### src/rtl/rr_sched.sv
// rr_sched: W-way round-robin scheduler; each grant is held until i_done, then priority moves past the winner.
// Latency: request to registered grant in 1 cycle; one idle cycle per hand-over, zero with RR_SCHED_B2B_EN defined.
// Backpressure: the owner keeps the resource until i_done; losing requesters hold i_req and wait their turn.

module dec #(
    parameter int W  = 4,
    parameter int EW = 2
) (
    input  logic [EW-1:0] enc,
    input  logic          en,
    output logic [W-1:0]  onehot
);
    always_comb begin
        onehot = '0;
        for (int i = 0; i < W; i++) begin
            onehot[i] = en && (enc == EW'(i));
        end
    end
endmodule

module rr_sched #(
    parameter int W = 4
) (
    input  logic                 clk,
    input  logic                 rst,
    input  logic [W-1:0]         i_req,
    input  logic                 i_done,
    output logic                 o_gnt_vld,
    output logic [$clog2(W)-1:0] o_gnt_enc,
    output logic [W-1:0]         o_gnt
);
    localparam int EW = $clog2(W);
    localparam logic [EW-1:0] LAST = EW'(W - 1);

    typedef enum logic {
        IDLE,
        GRANT
    } state_t;

    state_t        state;
    logic [EW-1:0] ptr;
    logic [EW-1:0] rel_ptr;
    logic [EW-1:0] base;
    logic [EW-1:0] win_enc;
    logic          win_any;
    logic [EW:0]   idx;

    // Pointer wraps at W, not at 2^EW, so it never names a missing requester.
    assign rel_ptr = (o_gnt_enc == LAST) ? '0 : o_gnt_enc + EW'(1);

    // A release arbitrates against the already-advanced pointer.
    assign base = (state == GRANT) ? rel_ptr : ptr;

    always_comb begin
        win_any = 1'b0;
        win_enc = '0;
        idx     = '0;
        for (int i = 0; i < W; i++) begin
            idx = {1'b0, base} + (EW+1)'(i);
            if (idx >= (EW+1)'(W)) begin
                idx = idx - (EW+1)'(W);
            end
            if (!win_any && i_req[idx[EW-1:0]]) begin
                win_any = 1'b1;
                win_enc = idx[EW-1:0];
            end
        end
    end

    always_ff @(posedge clk) begin
        if (rst) begin
            state     <= IDLE;
            ptr       <= '0;
            o_gnt_vld <= 1'b0;
            o_gnt_enc <= '0;
        end else begin
            case (state)
                IDLE: begin
                    if (win_any) begin
                        state     <= GRANT;
                        o_gnt_vld <= 1'b1;
                        o_gnt_enc <= win_enc;
                    end
                end
                GRANT: begin
                    if (i_done) begin
                        ptr <= rel_ptr;
`ifdef RR_SCHED_B2B_EN
                        if (win_any) begin
                            o_gnt_enc <= win_enc;
                        end else begin
                            state     <= IDLE;
                            o_gnt_vld <= 1'b0;
                        end
`else
                        state     <= IDLE;
                        o_gnt_vld <= 1'b0;
`endif
                    end
                end
                default: begin
                    state     <= IDLE;
                    o_gnt_vld <= 1'b0;
                end
            endcase
        end
    end

    dec #(
        .W  (W),
        .EW (EW)
    ) u_dec (
        .enc    (o_gnt_enc),
        .en     (o_gnt_vld),
        .onehot (o_gnt)
    );

endmodule

### config.mk
export PLATFORM = sky130hd
export DESIGN_NAME = rr_sched
export DESIGN_NICKNAME = d
export VERILOG_FILES = /design/src/rtl/rr_sched.sv
export SDC_FILE = /design/constraint.sdc
export NUM_CORES = 1
export LEC_CHECK = 0
export ABC_AREA = 1
export ABC_CLOCK_PERIOD_IN_PS = 1890
export CAP_MARGIN = 20
export CORE_MARGIN = 4
export CORE_UTILIZATION = 45
export CTS_CLUSTER_DIAMETER = 100
export CTS_CLUSTER_SIZE = 10
export DETAILED_ROUTE_END_ITERATION = 6
export GPL_ROUTABILITY_DRIVEN = 0
export PLACE_DENSITY = 0.7
export SKIP_LAST_GASP = 1
export SLEW_MARGIN = 20
export SYNTH_ARGS = -nofsm -noshare
export SYNTH_HDL_FRONTEND = slang
export SYNTH_SLANG_ARGS = --single-unit
### constraint.sdc
create_clock -name clk -period 1.89 [get_ports clk]
set_input_delay 0.2835 -clock clk [delete_from_list [all_inputs] [get_ports clk]]
set_output_delay 0.2835 -clock clk [all_outputs]
set_load 0.01 [all_outputs]
==> impl_metrics.env <==
export IMPL_status="finished, final reports clean"
export IMPL_tightest_slew_ns=0.224
export IMPL_port_buffers=13
export IMPL_ioPinCount=14
export IMPL_antenna_found_initial=0
export IMPL_synth_sequential_area_ratio=0.151
export IMPL_core_um2=1590
export IMPL_ys_ff_latch=6
export IMPL_final_cell_area_um2=1040
export IMPL_period_needed_ns=1.83
export IMPL_synthFlopType="dfxtp_1"
export IMPL_end_kind="primary output"
export IMPL_p_switching_uw=376
export IMPL_clock_latency_ns=0.25
export IMPL_vias=782
export IMPL_syn_area_um2=796
export IMPL_rsz0062_at_grt="true"
export IMPL_routedWlPerCell_um=10.5
export IMPL_drv_cap=0
export IMPL_ant_nets=0
export IMPL_die_area_um2=2510
export IMPL_start_util=0.499
export IMPL_synthTopCellsByCount="nand2_1, inv_1, nand2_2, nand3_1"
export IMPL_crit_arrival_ns=1.55
export IMPL_pwr_share_seq=0.203
export IMPL_hold_viol=0
export IMPL_drt_wl_total_um=1690
export IMPL_dp_final_hpwl_um=1400
export IMPL_cp_data_required_time_ns=1.61
export IMPL_clock_power_share=0.155
export IMPL_min_period_over_period=0.969
export IMPL_fill_cells=150
export IMPL_synth_nets=127
export IMPL_via_per_inst=4.86
export IMPL_synth_edf_count=0
export IMPL_critPathKind="flop to primary output"
export IMPL_n_antenna_cell=0
export IMPL_first_global_vias=661
export IMPL_path_max_fanout=4
export IMPL_placed_area_um2=990
export IMPL_ys_warn_count=0
export IMPL_area_growth_pct=31.0
export IMPL_internal_power_uw=427
export IMPL_postSynthAreaPerCell_um2=6.86
export IMPL_synth_cell_types=21
export IMPL_regArea_um2=123
export IMPL_crit_path_start_kind="flop"
export IMPL_root_buffer="clkbuf_4"
export IMPL_grt_max_degree=10
export IMPL_die_x_um=50.1
export IMPL_drive_gt1_frac=0.328
export IMPL_drtIter0Drc=16
export IMPL_first_pass_iters=4
export IMPL_clkSinkCount=6
export IMPL_row_count=14
export IMPL_numCtsBuffers=3
export IMPL_max_slew_margin_rel=0.850
export IMPL_netlist_area_leader_share=0.151
export IMPL_clk_path_buf_depth=2
export IMPL_fin_skew_ns=0.00772
export IMPL_gr_usage_all_layers=0.143
export IMPL_drc=0
export IMPL_multi_input_area_um2=614
export IMPL_slew_viol_final=0
export IMPL_max_vdd_ir_drop_mv=0.479
export IMPL_grt_pass1_wl_um=2820
export IMPL_ys_async_sr_fraction=0
export IMPL_min_from="o_gnt_vld"
export IMPL_power_leakage_uw=0.000540
export IMPL_hp_class="flop to flop"
export IMPL_swShare=0.468
export IMPL_r2r_start="o_gnt_enc[0]"
export IMPL_tritoncts="built"
export IMPL_cts_clk_slew_worst_paths_ns=0.05
export IMPL_setup_viol=0
export IMPL_cts_htree_levels=1
export IMPL_hold_ws_ns=0.538
export IMPL_yosysMostFrequentCell="nand2_1"
export IMPL_synth_area_top_cells="dfxtp_1, nand2_1, nand2_4, nand2_2, nand3_2"
export IMPL_synth_area_leader_cell="dfxtp_1"
export IMPL_grt_overflow_total=0
export IMPL_die_y_um=50.1
export IMPL_nets=150
export IMPL_hold_buffers=0
export IMPL_synth_cells=116
export IMPL_combPwrFrac=0.642
export IMPL_clock_fmax_mhz=546
export IMPL_power_density_nw_per_um2=771
export IMPL_p_total_uw=803
export IMPL_worstSetupStartpoint="o_gnt_enc[0]"
==> layer usage <==
layer  vias up  wire length [um]  global-route usage
li1        406                 -                   -
met1       355               797               0.190
met2        18               808               0.237
met3         3                57             0.00904
met4         0                25              0.0553
met5         -                 0                   0
==> metrics by stage <==
step	utilization	setup TNS (ns)	instances	worst slack, ns
after global placement	0.621	0	158	0.0712
final	0.654	0	161	0.0589
after CTS	0.636	0	161	0.0252
after floorplan	-	0	116	0.0748
after global routing	0.654	-0.00503	161	-0.00503
after detailed placement	0.621	-0.0129	158	-0.0117
==> power groups by stage <==
stage          clock (uW)  sequential [uW]  combinational [uW]
2_1_floorplan           0              167                 357
3_3_place_gp            0              161                 489
3_5_place_dp            0              163                 499
4_1_cts               129              161                 500
5_1_grt               134              166                 570
6_report              124              163                 516
==> registers in the layout (all words and copies together), names as in the netlist <==
signal,cells
o_gnt_enc,2
o_gnt_vld,1
state,1
ptr,2
==> cell families (layout without fill, tap and decap cells) <==
| kind of cell | count (synthesis) | in the layout | share of synthesized area |
|---|---|---|---|
| simple gates | 81 | 81 | 0.637 |
| flops | 6 | 6 | 0.151 |
| fa+ha+maj | 4 | 4 | 0.0629 |
| compound gates | 6 | 6 | 0.0409 |
| buf+inv | 19 | 40 | 0.108 |
==> final cells by class <==
| cell class | count | area share |
|---|---|---|
| sequential | 6 | 0.118 |
| clock buffer | 3 | 0.0216 |
| timing repair buffer | 19 | 0.170 |
| tap | 24 | 0.0288 |
| inverter | 18 | 0.0720 |
| multi-input combinational | 91 | 0.589 |
==> layout by cell type (no fill, tap or decap), drive strengths merged <==
cell type,count
nand2,49
or2,1
nand3,16
dfxtp,6
clkdlybuf4s50,12
nand4,4
nand3b,2
clkbuf,3
inv,18
dlymetal6s2s,1
ha,4
o21ai,3
buf,6
nor2,9
a21oi,2
o21bai,1
==> worst max-delay path, stage by stage, from the launching register on <==
cell and delay [ns]:
dfxtp_2 0.37, inv_2 0.06, buf_4 0.13, ha_1 0.18, nand2_1 0.06, inv_1 0.03
clkdlybuf4s50_1 0.47
==> timing repair <==
item,4_1_cts,5_1_grt
gates resized for setup,1,7
setup buffers,0,0
endpoints found under the setup margin,2,5
==> worst paths after layout <==
path	end	slack, ns	depth (start not counted)
worst min-delay path	o_gnt_vld	0.54	2
worst min register to register	o_gnt_vld	0.54	2
worst max-delay path	o_gnt[2]	0.06	6
worst max register to register	o_gnt_enc[0]	0.12	13
No activity file was read; power rests on OpenSTA's default activity.
